### src/rtl/pu_shift.sv
// pu_shift: bus-attached PU holding one operand, shifting by 1 or 8 bits (logical/arithmetic, left/right)
module pu_shift #(
   parameter int DATA_WIDTH = 32,
   parameter int ATTR_WIDTH = 4
) (
   input  logic                  clk,
   input  logic                  rst,
   input  logic                  signal_work,
   input  logic                  signal_direction,
   input  logic                  signal_mode,
   input  logic                  signal_step,
   input  logic                  signal_init,
   input  logic                  signal_oe,
   input  logic [DATA_WIDTH-1:0] data_in,
   input  logic [ATTR_WIDTH-1:0] attr_in,
   output logic [DATA_WIDTH-1:0] data_out,
   output logic [ATTR_WIDTH-1:0] attr_out
);
   logic [DATA_WIDTH-1:0] d_q, d_d, shl, shr;
   logic [ATTR_WIDTH-1:0] a_q, a_d;
   logic signed [DATA_WIDTH:0] ext;
   // extra top bit carries the fill value, so one arithmetic shift covers both right modes
   assign ext = {signal_mode & d_q[DATA_WIDTH-1], d_q};
   always_comb begin
      shl = signal_step ? d_q << 8 : d_q << 1;
      shr = signal_step ? DATA_WIDTH'(ext >>> 8) : DATA_WIDTH'(ext >>> 1);
      d_d = signal_init ? data_in : signal_work ? (signal_direction ? shl : shr) : d_q;
      a_d = signal_init ? attr_in : a_q;
   end
   always_ff @(posedge clk or posedge rst) begin
      if (rst) begin
         d_q <= '0;
         a_q <= '0;
      end else begin
         d_q <= d_d;
         a_q <= a_d;
      end
   end
   assign data_out = signal_oe ? d_q : '0;
   assign attr_out = signal_oe ? a_q : '0;
endmodule

### config.mk
export PLATFORM = sky130hd
export DESIGN_NAME = pu_shift
export DESIGN_NICKNAME = d
export VERILOG_FILES = /design/src/rtl/pu_shift.sv
export SDC_FILE = /design/constraint.sdc
export NUM_CORES = 1
export LEC_CHECK = 0
export ABC_AREA = 1
export CAP_MARGIN = 20
export CORE_MARGIN = 4
export CORE_UTILIZATION = 48
export CTS_BUF_LIST = sky130_fd_sc_hd__clkbuf_16
export DETAILED_ROUTE_END_ITERATION = 10
export GPL_TIMING_DRIVEN = 1
export PLACE_DENSITY_LB_ADDON = 0.12
export SYNTH_ARGS = -nofsm -noshare
export SYNTH_HDL_FRONTEND = slang
export SYNTH_SLANG_ARGS = --single-unit
### constraint.sdc
create_clock -name clk -period 1.3 [get_ports clk]
set_clock_uncertainty 0.15 [all_clocks]
set_input_delay 0.13 -clock clk [delete_from_list [all_inputs] [get_ports clk]]
set_output_delay 0.13 -clock clk [all_outputs]
set_load 0.02 [all_outputs]
* Word-level counts from Yosys, hierarchy flattened *
Index checks and enable logic that the tools add are counted.

word-level totals
  ROM bits = 0
  latch bits = 0
  memories = 0
  output and inout bits = 36
  word-level logic and storage cells = 11
  bits of input ports = 44
  bits in writable memories = 0
  flip-flop bits (word level) = 36

cells by class
  reductions and logical operators = 1
  $add $sub $neg = 0
  bitwise gates (word level) = 1
  $lt $le $gt $ge = 0
  div/mod/pow operators = 0
  muxes and demuxes = 7
  eq/ne operators = 0
  $mul = 0
  shift-type cells = 0

operators with widths
  cell                count
  $mux W32            5
  $mux W31            1
  $mux W4             1
  $reduce_bool A2 Y1  1
  $and A1 B1 Y1       1

* Depth between registers and ports, before layout *
Gate-level depths: netlist (run 1).

  depth in word-level cells = 5
  depth in mapped cells = 9

* Worst setup path after synthesis (run 1) *
OpenSTA, ideal clock, no wires.

  kind = input -> output
  from = input port signal_oe
  to = output port data_out[10]
  stages = 4
  slack = 0.152 ns
  data required time = 1.020 ns
  arrival time = 0.868 ns
  cells stage by stage = clkbuf_1 -> clkbuf_1 -> nand2_1 -> inv_1

on the way
  longest elaborated chain between the ends = 1

RTL lines
  what             line  RTL
  start, declared  13    input logic signal_oe,
  $mux W32         39    assign data_out = signal_oe ? d_q : '0;
  end, declared    16    output logic [DATA_WIDTH-1:0] data_out,

Every way passes these cells.

* Worst setup path in the final report (run 1) *
  from = register d_q[6]
  to = output port data_out[6]

on the way
  longest elaborated chain between the ends = 1

RTL lines
  what                    line  RTL
  start, declared         19    logic [DATA_WIDTH-1:0] d_q, d_d, shl, shr;
  start signal, assigned  32    d_q <= '0;
  start signal, assigned  35    d_q <= d_d;
  $mux W32                39

Every way passes these cells.

==> impl_metrics.yaml, run 1 <==
run:
  cap_violations: 0
synth:
  syn_inst: 467
  synth_nets: 511
  ys_ff_latch: 36
  yosysTopAreaCell: "dfrtp_1"
  yosysTopAreaCellShare_pct: 32.9
  synth.distinct_cells: 18
  ys_warn_count: 0
  syn_area_um2: 2740
  synthTopCellsByArea: "dfrtp_1, nand2_1, inv_1, nand3_1, a21oi_1"
  avgSynthCellArea_um2: 5.86
  yosysSeqAreaShare_pct: 32.9
routing:
  vias: 3264
  detailedRoute.firstPassIterationCount: 7
  vias_per_cell: 4.99
  drc_errors: 0
  drt-total-wl_um: 8810
  drt_first_iter_violations: 239
  ant_nets: 0
  wl_per_cell_um: 13.5
timing:
  finalSetupViolCount: 0
  rsz0062_at_grt: "no"
  min_period_ps: 1270
  tightest_slew_ps: 260
  period_share_pct: 97.5
  finalSetupTns_ps: 0
  relSlewSlack_pct: 82.6
  drv_slew: 0
  final_hold_viol_count: 0
  max_freq_mhz: 789
placed_design:
  gp_congestion: 0.956
  io_buffers: 79
  dp_hpwl_um: 6520
  place_area_um2: 3960
  dp.cells: 648
die:
  core_um2: 5510
  dieHeight_um: 83.5
  dieArea_um2: 6970
  die_w_um: 83.5
  io_pins: 80
  initial_core_util_pct: 49.7
  fp-row-count: 27
critical_path:
  slowest_delay_ps: 380
  critPathCaptureType: "output pin"
  cp_num_buf_inv: 2
  path_delay_family: "flip-flops"
  r2r_slack_ps: 90
  worstPathCellList: "nand2_1, inv_1, clkdlybuf4s15_2"
  arrival_ps: 990
  regToRegStartpoint: "d_q[23]"
  crit_type: "register to output pin"
  startpoint_type: "register"
  reg2reg_depth: 7
  cp_max_fo: 2
  required_ps: 1020
  worstReg2RegEnd: "d_q[15]"
  critPathSlowestCell: "dfrtp_1"
cells_and_area:
  fin_cells: 654
  final_cell_area_um2: 4050
  final_util_pct: 73.5
  fin_nets: 628
  drive_gt1_share_pct: 18.2
  syn2layout_area_growth_pct: 48.0
  antennaDiodeCount: 0
global_routing:
  grt_pass1_vias: 3080
  grt_overflow: 0
  use_met2_pct: 44.1
  grt_max_degree: 37
  grt_use_total_pct: 25.4
  gr-usage-met1_pct: 32.7
  antenna_found_initial: 0
  use_met3_pct: 4.34
  grt_pass1_wl_um: 14400
  grt_busiest_layer: "met2"
pwr:
  power_leakage_nw: 2.41
  powerDensity_nw_per_um2: 957
  ir_worst_vdd_uv: 663
clocking:
  cts_sinks: 36
  clkLatencyLatePin_ps: 270
  clk_path_buf_depth: 2
  htreeDepth: 2
  cts_buffers: 5
  cts_root_buf: "clkbuf_16"
  ctsHoldBuffers: 0
  clkSlewWorstSetupHoldPaths_ps: 50
  post-cts-setup-buffers: 0
  cts_tree: "done"
status:
  run_status: "finished, final reports clean"
worst_hold_path:
  hold_class: "primary input to asynchronous set/reset pin"
cell families (layout without fill, tap and decap cells):
logic type	Yosys count	in the layout	share of synthesized area (%)
AOI/OAI and AO/OA	30	30	6.13
and+or+nand+nor	316	316	47.8
DFF	36	36	32.9
buffers and inverters	85	200	13.1
repair_timing:
item / in CTS / in global routing
pin swaps: 0 / 1
resized for setup: 115 / 25
endpoints found under the setup margin: 66 / 45
cloned: 1 / 0
endpoints found under the hold margin: 0 / 0
tightest hold or removal path, delay by kind of cell:
| kind | cells | cell delay (ps) |
|---|---|---|
| buf+inv | 3 | 710 |
routing by layer:
metal  up-vias  wire (um)
li1       1644          -
met1      1469       3860
met2       135       4210
met3        16        576
met4         0        159
met5         -          0
state kept, by name (all words and copies together), names as in the netlist:
register / count
a_q: 4
d_q: 32
worst max-delay path by stage:
stage                    from      endpoint  slack [ps]  cells past startpoint
global route          d_q[21]  data_out[21]        0.09                      3
floorplan           signal_oe  data_out[10]         150                      4
detailed placement  signal_oe  data_out[17]        -570                      5
global placement    signal_oe  data_out[17]        -540                      5
CTS                   d_q[14]  data_out[14]         0.3                      3
finish                 d_q[6]   data_out[6]          30                      3
cell usage after synthesis:
library cell,n
inv_4,1
a21oi_1,23
buf_6,1
clkbuf_1,5
nand3_1,43
buf_4,3
nand2_1,233
nand4_1,1
or2_1,8
inv_2,2
or2_0,9
nor2_4,2
inv_1,58
dfrtp_1,36
nand2_4,1
a22oi_1,7
buf_2,15
nor2_1,19
layout make-up:
| type | instances | area [um2] |
|---|---|---|
| fillers | 475 | 1460 |
| repair buffers | 134 | 1210 |
| well taps | 72 | 90.1 |
| inverters | 61 | 231 |
| multi-input cells | 346 | 1490 |
| flip-flops and latches | 36 | 901 |
| clock buffers | 5 | 125 |
layout by cell type, fill, tap and decap left out:
| cell type | count |
|---|---|
| buf_4 | 49 |
| or2_1 | 8 |
| dfrtp_1 | 36 |
| nand2_2 | 1 |
| buf_12 | 5 |
| clkbuf_16 | 5 |
| clkdlybuf4s15_2 | 17 |
| nand3_2 | 1 |
| buf_16 | 1 |
| buf_2 | 20 |
| nand4_1 | 1 |
| inv_4 | 1 |
| nand2_4 | 1 |
| dlygate4sd2_1 | 2 |
| a22oi_1 | 7 |
| clkdlybuf4s50_1 | 38 |
| a21oi_1 | 23 |
| or2_0 | 9 |
| inv_2 | 2 |
| nor2_4 | 3 |
| nand3_1 | 42 |
| dlymetal6s2s_1 | 2 |
| inv_1 | 58 |
| nand2_1 | 232 |
| nor2_1 | 18 |
per-stage QoR:
stage,worst slack [ps],hold WS [ps],total power [mW]
after floorplan,152,96.6,2.10
after global placement,-537,305,2.81
after detailed placement,-571,317,2.84
after CTS,0.336,67.0,3.93
after global routing,0.0909,87.0,4.11
final,32.8,60.1,3.87
where the power goes:
part | total [mW] | internal, mW | switching [mW]
clock network | 1.08 | 0.676 | 0.403
registers | 1.33 | 1.26 | 0.0731
logic | 1.46 | 0.662 | 0.800
total | 3.87 | 2.60 | 1.28
No activity file was read; power rests on OpenSTA's default activity.
==> run 2, diff against run 1 <==
- CORE_UTILIZATION: 48 -> 52
- TNS_END_PERCENT: not set -> 50
- clock period: 1.3 -> 1.55 ns (I/O delays scaled with it)
==> impl_metrics.yaml, run 2 (synthesis results as in run 1) <==
timing:
  finalSetupTns_ps: 0
  hold_ws_ps: 77.4
  max_freq_mhz: 672
  final_hold_viol_count: 0
  tightest_slew_ps: 293
  rsz0062_at_grt: "no"
  drv_slew: 0
  min_period_ps: 1490
  finalSetupViolCount: 0
  layout_setup_ws_ps: 62.8
  period_share_pct: 95.9
  relSlewSlack_pct: 80.5
critical_path:
  slowest_delay_ps: 340
  critPathSlowestCell: "bufbuf_16"
  startpoint_type: "primary input"
  arrival_ps: 1180
  r2r_slack_ps: 300
  critPathCaptureType: "output pin"
  crit_top_cell: "clkdlybuf4s15_1"
  cp_max_fo: 18
  required_ps: 1240
  crit_type: "primary input to output pin"
  regToRegStartpoint: "d_q[31]"
  worstPathCellList: "clkdlybuf4s15_1, bufbuf_16, nand2_1, inv_1, clkdlybuf4s15_1"
  worstSetupStartpoint: "signal_oe"
cells_and_area:
  final_cell_mix: "nand2_1, inv_1, nand3_1"
  fin_cells: 629
  layout_commonest_cell: "nand2_1"
  final_cell_area_um2: 3980
  largest_register_ffs: 32
  reg.largest.list: "d_q: 32 flops, a_q: 4 flops"
  fin_nets: 602
  syn2layout_area_growth_pct: 45.7
  regMostFlops: "d_q"
  drive_gt1_share_pct: 10.2
  antennaDiodeCount: 0
global_routing:
  grt_overflow: 0
  grt_use_total_pct: 29.1
  grt_max_degree: 37
  grt_pass1_vias: 3177
  grt_pass1_wl_um: 14700
  antenna_found_initial: 0
run:
  cap_violations: 0
status:
  run_status: "finished, final reports clean"
placed_design:
  pre_cts_slack_ps: -383
  gp_congestion: 0.951
  dp_hpwl_um: 6540
  dp.cells: 620
  io_buffers: 79
  place_area_um2: 3770
pwr:
  p_sw_mw: 1.11
  power_leakage_nw: 2.28
  netSwitchingFraction_pct: 32.7
  seqPwrFrac_pct: 34.6
  powerDensity_nw_per_um2: 852
  ir_worst_vdd_uv: 542
  p_int_mw: 2.28
  clkPwrFrac_pct: 33.8
  p_comb_share_pct: 31.6
die:
  io_pins: 80
  dieArea_um2: 6480
  die_w_um: 80.5
  dieHeight_um: 80.5
  fp-row-count: 26
  core_um2: 5110
  initial_core_util_pct: 53.6
routing:
  vias: 3224
  wl_per_cell_um: 14.0
  drc_errors: 0
  drt-total-wl_um: 8810
  vias_per_cell: 5.13
  detailedRoute.firstPassIterationCount: 5
  drt_first_iter_violations: 299
  ant_nets: 0
clocking:
  ctsHoldBuffers: 0
  cts_sinks: 36
  cts_tree: "done"
  cts_root_buf: "clkbuf_16"
  post-cts-setup-buffers: 0
  clkLatencyLatePin_ps: 280
  clk_path_buf_depth: 2
  cts_buffers: 5
  clkSlewWorstSetupHoldPaths_ps: 50
  htreeDepth: 2
worst_hold_path:
  hold_class: "primary input to asynchronous set/reset pin"
-- run 2: area by class of cell --
type,count,area [um2]
timing repair buffer,108,1120
tap,70,87.6
fill,413,1120
clock buffer,5,125
sequential,36,901
clock inverter,3,42.5
inverter,61,231
multi-input combinational,346,1480
-- run 2: stage by stage --
step | util, % | power (mW)
after floorplan | - | 1.76
after global placement | 73.8 | 2.24
after detailed placement | 73.8 | 2.27
after CTS | 78.0 | 3.40
after global routing | 78.0 | 3.59
final | 78.0 | 3.39
-- run 2: critical path: cells and delay by family --
family	cells	cell delay [ps]
buffers and inverters	4	960
and+or+nand+nor	1	60
-- run 2: layer usage --
metal	track usage, %	vias to the layer above	share of wire, %
li1	-	1590	-
met1	37.1	1450	39
met2	50.2	166	49
met3	4.82	18	9.3
met4	9.12	0	2.2
met5	0	-	0
-- run 2: power groups by stage --
stage / Sequential (mW) / Clock, mW / Combinational [mW]
after floorplan: 1.15 / 0 / 0.611
after global placement: 1.18 / 0 / 1.06
after detailed placement: 1.18 / 0 / 1.08
after CTS: 1.17 / 1.16 / 1.07
after global routing: 1.19 / 1.21 / 1.20
final: 1.17 / 1.15 / 1.07
-- run 2: timing repair --
item	in CTS	in global routing
gates resized for setup	85	3
cloned	1	0
setup endpoints to repair	36	14
hold endpoints to repair	0	0
-- run 2: worst paths after layout --
check | endpoint | cells after the start
min reg2reg | a_q[1] | 2
min | d_q[0] | 3
max reg2reg | d_q[29] | 5
max | data_out[9] | 5
min in group clk | a_q[3] | 3
max in group asynchronous | d_q[14] | 3
